### src/rtl/fizzbuzz_pkg.sv
// Shared types for the FizzBuzz stream generator: item kinds, FSM states and the
// residue-to-kind mapping used by both the datapath and the optional statistics.
package fizzbuzz_pkg;

    typedef enum logic [1:0] {
        KIND_NUMBER   = 2'd0,
        KIND_FIZZ     = 2'd1,
        KIND_BUZZ     = 2'd2,
        KIND_FIZZBUZZ = 2'd3
    } kind_t;

    typedef enum logic [1:0] {
        ST_IDLE,
        ST_RUN,
        ST_DONE
    } state_t;

    // Bit 0 of the kind code means "divisible by the fizz divisor", bit 1 the buzz divisor.
    function automatic kind_t classify(input logic fizzHit, input logic buzzHit);
        return kind_t'({buzzHit, fizzHit});
    endfunction

endpackage

### src/rtl/fizzbuzz_seq_mod_counter.sv
// Residue counter modulo MOD: cleared to 1 when a run starts, advanced once per emitted item.
module mod_counter #(
    parameter int MOD = 3
) (
    input  logic i_clk,
    input  logic i_rst,
    input  logic i_clear,
    input  logic i_advance,
    output logic o_zero
);

    localparam int RW = $clog2(MOD);
    localparam logic [RW-1:0] LAST = RW'(MOD - 1);

    logic [RW-1:0] r_residue;

    // Reset to 1 as well so the idle kind decodes to NUMBER.
    always_ff @(posedge i_clk) begin
        if (i_rst) begin
            r_residue <= RW'(1);
        end else if (i_clear) begin
            r_residue <= RW'(1);
        end else if (i_advance) begin
            r_residue <= (r_residue == LAST) ? '0 : r_residue + 1'b1;
        end
    end

    assign o_zero = (r_residue == '0);

endmodule

### src/rtl/fizzbuzz_seq.sv
// Sequential FizzBuzz stream generator over a valid/ready handshake.
// Define FIZZBUZZ_STATS_EN to add per-run fizz/buzz/fizzbuzz item counters.
module fizzbuzz_seq
    import fizzbuzz_pkg::*;
#(
    parameter int WIDTH    = 32,
    parameter int FIZZ_DIV = 3,
    parameter int BUZZ_DIV = 5
) (
    input  logic             i_clk,
    input  logic             i_rst,
    input  logic             i_start,
    input  logic [WIDTH-1:0] i_limit,
    output logic             o_out_valid,
    input  logic             i_out_ready,
    output logic [WIDTH-1:0] o_out_number,
    output logic [1:0]       o_out_kind,
    output logic             o_busy,
    output logic             o_done
`ifdef FIZZBUZZ_STATS_EN
    ,
    output logic [WIDTH-1:0] o_cnt_fizz,
    output logic [WIDTH-1:0] o_cnt_buzz,
    output logic [WIDTH-1:0] o_cnt_fizzbuzz
`endif
);

    state_t           r_state;
    state_t           w_next_state;
    logic [WIDTH-1:0] r_limit;
    logic [WIDTH-1:0] r_number;
    logic             w_fire;
    logic             w_load;
    logic             w_advance;
    logic             w_clear_stats;
    logic             w_fizz_zero;
    logic             w_buzz_zero;
    kind_t            w_kind;

    assign w_fire = (r_state == ST_RUN) && i_out_ready;

    always_ff @(posedge i_clk) begin
        if (i_rst) begin
            r_state <= ST_IDLE;
        end else begin
            r_state <= w_next_state;
        end
    end

    // The end test compares before incrementing, so limit = all-ones never wraps to 0.
    always_comb begin
        w_next_state  = r_state;
        w_load        = 1'b0;
        w_advance     = 1'b0;
        w_clear_stats = 1'b0;
        case (r_state)
            ST_IDLE, ST_DONE: begin
                if (i_start) begin
                    w_clear_stats = 1'b1;
                    if (i_limit == '0) begin
                        w_next_state = ST_DONE;
                    end else begin
                        w_next_state = ST_RUN;
                        w_load       = 1'b1;
                    end
                end
            end
            ST_RUN: begin
                if (w_fire) begin
                    if (r_number == r_limit) begin
                        w_next_state = ST_DONE;
                    end else begin
                        w_advance = 1'b1;
                    end
                end
            end
            default: w_next_state = ST_IDLE;
        endcase
    end

    always_ff @(posedge i_clk) begin
        if (i_rst) begin
            r_limit  <= '0;
            r_number <= '0;
        end else if (w_load) begin
            r_limit  <= i_limit;
            r_number <= WIDTH'(1);
        end else if (w_advance) begin
            r_number <= r_number + 1'b1;
        end
    end

    mod_counter #(.MOD(FIZZ_DIV)) u_fizz_residue (
        .i_clk     (i_clk),
        .i_rst     (i_rst),
        .i_clear   (w_load),
        .i_advance (w_advance),
        .o_zero    (w_fizz_zero)
    );

    mod_counter #(.MOD(BUZZ_DIV)) u_buzz_residue (
        .i_clk     (i_clk),
        .i_rst     (i_rst),
        .i_clear   (w_load),
        .i_advance (w_advance),
        .o_zero    (w_buzz_zero)
    );

    // Kind is a pure decode of the residue registers, so it only moves on handshake or start.
    assign w_kind       = classify(w_fizz_zero, w_buzz_zero);
    assign o_out_kind   = w_kind;
    assign o_out_number = r_number;
    assign o_out_valid  = (r_state == ST_RUN);
    assign o_busy       = (r_state == ST_RUN);
    assign o_done       = (r_state == ST_DONE);

`ifdef FIZZBUZZ_STATS_EN
    logic [WIDTH-1:0] r_cnt_fizz;
    logic [WIDTH-1:0] r_cnt_buzz;
    logic [WIDTH-1:0] r_cnt_fizzbuzz;

    always_ff @(posedge i_clk) begin
        if (i_rst || w_clear_stats) begin
            r_cnt_fizz     <= '0;
            r_cnt_buzz     <= '0;
            r_cnt_fizzbuzz <= '0;
        end else if (w_fire) begin
            case (w_kind)
                KIND_FIZZ:     r_cnt_fizz     <= r_cnt_fizz + 1'b1;
                KIND_BUZZ:     r_cnt_buzz     <= r_cnt_buzz + 1'b1;
                KIND_FIZZBUZZ: r_cnt_fizzbuzz <= r_cnt_fizzbuzz + 1'b1;
                default:       ;
            endcase
        end
    end

    assign o_cnt_fizz     = r_cnt_fizz;
    assign o_cnt_buzz     = r_cnt_buzz;
    assign o_cnt_fizzbuzz = r_cnt_fizzbuzz;
`endif

endmodule

### config.mk
export PLATFORM = sky130hd
export DESIGN_NAME = fizzbuzz_seq
export DESIGN_NICKNAME = d
export VERILOG_FILES = /design/src/rtl/fizzbuzz_pkg.sv /design/src/rtl/fizzbuzz_seq_mod_counter.sv /design/src/rtl/fizzbuzz_seq.sv
export SDC_FILE = /design/constraint.sdc
export NUM_CORES = 1
export LEC_CHECK = 0
export CORE_MARGIN = 1.5
export CORE_UTILIZATION = 43
export CTS_CLUSTER_SIZE = 24
export DETAILED_ROUTE_END_ITERATION = 10
export GPL_ROUTABILITY_DRIVEN = 0
export PLACE_DENSITY_LB_ADDON = 0.3
export SKIP_CTS_REPAIR_TIMING = 1
export SLEW_MARGIN = 20
export SYNTH_ARGS = -nofsm -noshare
export SYNTH_HDL_FRONTEND = slang
export SYNTH_SLANG_ARGS = --single-unit
### constraint.sdc
create_clock -name i_clk -period 2.47 [get_ports i_clk]
set_input_delay 0.494 -clock i_clk [delete_from_list [all_inputs] [get_ports i_clk]]
set_output_delay 0.494 -clock i_clk [all_outputs]
set_load 0.1 [all_outputs]
**Yosys cells after proc, flatten, opt, wreduce, memory -nomap -nowiden**

Index checks and enable logic that the tools add are counted.

- Register bits: 71
- Output and inout bits: 37
- Word-level logic and storage cells: 41

- Add/subtract/negate cells: 3
- Equal/unequal tests: 8
- Multiplexer cells: 15
- Reduce and logical (&&, ||, !) cells: 9

Operators with widths:

| kind | number |
|---|---|
| 32-bit by 1-bit adder with 32-bit output, second input constant | 1 |
| 32-bit equality test | 1 |
| 32-bit logical NOT | 1 |
| 2-bit 2-to-1 mux | 5 |
| 1-bit 2-to-1 mux | 8 |
| 2-bit equality test, second input constant | 2 |
| 2-bit logical NOT | 2 |
| 2-bit by 1-bit != test with 1-bit output, second input constant | 2 |
| 2-bit one-hot mux with 2 select lines | 1 |
| 2-bit OR reduction | 2 |
| 3-bit by 1-bit adder with 3-bit output, second input constant | 1 |
| 3-bit equality test, second input constant | 1 |
| 3-bit logical NOT | 1 |
| 3-bit 2-to-1 mux | 1 |
| 3-bit AND reduction | 1 |
| 2-bit by 1-bit adder with 2-bit output, second input constant | 1 |
| 2-bit by 1-bit equality test with 1-bit output, second input constant | 1 |
| 2-bit != test, second input constant | 1 |
| 2-bit nonzero test | 1 |
| 1-bit logical AND | 1 |

**Longest topological paths before layout**

- Depth in word-level cells: 6
- Mapped depth: 9

**Cells and area by module**

Synthesis repeated with hierarchy kept, for this count alone.

- Cell total of the unflattened synthesis: 438
- Area, all modules: 3,565.9 µm²

By module, submodules not included:

| module | instances | cells an instance | area an instance (µm²) | sequential area each (µm²) |
|---|---|---|---|---|
| fizzbuzz_seq | 1 | 410 | 3,320.7 | 1,321.3 |
| mod_counter at u_buzz_residue | 1 | 19 | 158.9 | 60.1 |
| mod_counter at u_fizz_residue | 1 | 9 | 86.3 | 40.0 |

**Worst setup path after synthesis**

No wires, ideal clock.

- Path type: reg-to-output
- From: reg r_state[0]
- To: out o_out_valid
- Data arrival time: 2.180 ns
- Data required time: 1.976 ns
- Slack: -0.204 ns
- Stages on the path, launching flop included: 4
- Path buffers: 1
- Cells stage by stage: dfxtp_1 -> inv_1 -> nor2_1 -> buf_4

- Longest elaborated chain between the ends: 1

Ends and longest elaborated chain:

| element | line | RTL |
|---|---|---|
| start: declaration | fizzbuzz_seq.sv:28 | `state_t r_state;` |
| start signal: assignment | fizzbuzz_seq.sv:46 | `r_state <= w_next_state;` |
| 2-bit by 1-bit equality test with 1-bit output | -- |  |
| end: declaration | fizzbuzz_seq.sv:14 | `output logic o_out_valid,` |

No other way between the ends.

**Worst setup path after layout**

- From: reg r_number[28], in the netlist o_out_number[28]
- To: reg r_number[4], in the netlist o_out_number[4]

- Longest elaborated chain between the ends: 4

Ends and longest elaborated chain:

| element | line | RTL |
|---|---|---|
| start: declaration | fizzbuzz_seq.sv:31 | `logic [WIDTH-1:0] r_number;` |
| start signal: assignment | fizzbuzz_seq.sv:89 | `r_number <= r_number + 1'b1;` |
| 32-bit equality test | fizzbuzz_seq.sv:70 | `if (r_number == r_limit) begin` |
| 1-bit 2-to-1 mux | fizzbuzz_seq.sv:70 |  |
| 1-bit 2-to-1 mux | fizzbuzz_seq.sv:69 | `if (w_fire) begin` |
| 1-bit 2-to-1 mux | fizzbuzz_seq.sv:56 | `case (r_state)` |

No other way between the ends.
A chain may end at the register's enable or synchronous reset.

==> run metrics <==
largest net degree at the start of global routing 35; largest family of logic cells by synthesized area simple AND/OR/NAND/NOR gates; syn_nets 441; # rows 33; Initial DRC Count 144; CTS Sinks 71; syn_area_per_cell 8.96 um^2; Max Cap Viol 0; Worst-Margin Slew 603 ps; root buffer cell clkbuf_8; Tot GR Track Use 0.219; antenna-violating nets left 0; final setup vio count 0; Setup Skew 8.15 ps; share of the synthesized area in the top cell type 0.395; via count 3270; Die ar. 0.00893 mm^2; DR WL/cell 14.8 um; warnings from Yosys 0; Reg clk slew, reported paths 70 ps; Slew Limit Fails 0; die height 94.5 um; synth cell count leaders dfxtp_1 (71), nor2_1 (42), mux2i_1 (38); xor/xnor share of the synthesized area 0.0851; post-route setup slack 168 ps; EDFF count, synth 0; Critical Path End Type flip-flop; worst skew pair latency 330 ps; Die Width 94.5 um; Antenna diodes 0; Pwr Total 2560 uW; Arr. time, crit path 2560 ps; Starting Density 0.441; Synth Area in Adders 0.0104; I/O Buffers 72; Multi-input gate area 0.00203 mm^2; top cells by area, synth dfxtp_1 (39%), mux2i_1 (11%), xor2_1 (8.3%); unrepaired setup endpoints after global routing no; Layout area overhead 34.1%; Tightest Hold Check Type reg2reg; top-count cell post-synth dfxtp_1; GRT overflow 0; first-pass GRT wire length 15000 um; CP required 2730 ps; CTS tree done; fin crit share 0.932; # nets final 547; Max FO, Critical Path 27; #FFs+latches synth 71; Primary FF master, synth dfxtp_1; Via density 5.30; Yosys cell types 47; compound-gate portion of the synthesized area 0.0973; Post-route DRC 0; post-synthesis async set-or-reset flop share 0; Highest Clock Rate 434 MHz; CORE AREA 0.00818 mm^2; Seq. cell area 0.00144 mm^2; leakage power 0.00218 uW; PwrDens 530 mW/mm^2; initial antenna violation count 0; dpl hpwl 7070 um; Simple-Gate Fraction of Synth Area 0.255; multiplexer area fraction after synthesis 0.106; minimum clock period 2300 ps; kind of critical path reg2reg; clk buf depth 2; VDD IR max 0.000260 V; drt pass-1 iters 4; Slew headroom 0.596; share of layout cells above drive strength 1 0.262; Mapped Area 0.00360 mm^2; sequential-to-total area share from yosys stat 0.395; Post-Route WL 9130 um; vias in the first global route 2996; status complete, no violations; FILL cells 731; Syn Inst Count 402; Top Ports 73; H-tree depth 3; TritonCTS Buffers 9; top cell type by total area after synthesis dfxtp_1; Post-Place Worst Slack -392 ps; CP Launch Type flip-flop; Fin. Hold Viols 0
==> worst max-delay path, stage by stage (launching register included) <==
cell and delay, ps:
dfxtp_1 470, xor2_1 140, nor4_1 430, nand4_2 280
o21ai_4 570, o21ai_0 180, a21oi_1 150
==> metal layers <==
layer | vias to the layer above | wire, um | global-route usage
met4 | 0 | 155 | 0.0833
met1 | 1542 | 4330 | 0.301
met5 | - | 0 | 0
met3 | 13 | 316 | 0.0354
li1 | 1642 | - | -
met2 | 73 | 4340 | 0.342
==> final timing paths <==
kind                                                               start                                       end  slack (ps)  depth (start not counted)
worst max-delay path                       o_out_number[28]$_SDFFE_PP0P_              o_out_number[4]$_SDFFE_PP0P_         170                          6
worst min-delay path            u_fizz_residue.r_residue[1]$_SDFFE_PP0P_  u_fizz_residue.r_residue[1]$_SDFFE_PP0P_         480                          2
worst min register to register  u_fizz_residue.r_residue[1]$_SDFFE_PP0P_  u_fizz_residue.r_residue[1]$_SDFFE_PP0P_         480                          2
worst max register to register             o_out_number[28]$_SDFFE_PP0P_              o_out_number[4]$_SDFFE_PP0P_         170                          6
==> stage by stage <==
step / std cells / hold WS, ps / utilization / TNS, ps / cell area [um^2]
floorplan: 402 / 451 / - / -18.2 / 3620
global placement: 602 / 456 / 0.564 / -11200 / 4610
detailed placement: 602 / 472 / 0.564 / -15400 / 4610
CTS: 617 / 483 / 0.588 / -182 / 4810
global route: 617 / 493 / 0.591 / 0 / 4830
finish: 617 / 478 / 0.591 / 0 / 4830
==> state kept, by name, indices dropped and copies added (netlist names) <==
name                      cells
r_state                       2
o_out_number                 32
u_buzz_residue.r_residue      3
r_limit                      32
u_fizz_residue.r_residue      2
==> power by group <==
part	total, uW	switching [uW]	leakage (uW)	internal, uW
sequential	1220	35.9	0.000585	1190
combinational	407	216	0.00149	190
clock	931	416	0.0000985	515
==> final cells by class <==
class,count,share of cell area
well taps,105,0.0272
clock buffers,12,0.0321
flip-flops and latches,71,0.298
repair buffers,119,0.208
inverters,8,0.00622
clock inverters,3,0.00881
multi-input cells,299,0.419
==> cells by family (layout without fill, tap and decap cells) <==
family | after synthesis | count (layout)
flip-flops | 71 | 71
buffers and inverters | 32 | 142
XOR/XNOR | 35 | 35
adder cells (fa/ha/maj) | 3 | 3
AND/OR/NAND/NOR | 170 | 170
AO/OA/AOI/OAI | 53 | 53
multiplexers | 38 | 38
==> cell usage in the layout, fill, tap and decap left out, types with 12 or more instances in the layout <==
| cell | synthesis | routed |
|---|---|---|
| dfxtp_2 | 0 | 14 |
| a21oi_1 | 19 | 19 |
| clkdlybuf4s50_1 | 0 | 35 |
| nor2_1 | 42 | 41 |
| buf_4 | 4 | 82 |
| nand3_1 | 14 | 14 |
| nand2_1 | 30 | 30 |
| dfxtp_1 | 71 | 57 |
| o21ai_0 | 14 | 14 |
| nor4_1 | 15 | 12 |
| xor2_1 | 34 | 34 |
| mux2i_1 | 38 | 38 |
Note: power is estimated with default switching activity, not from simulation.
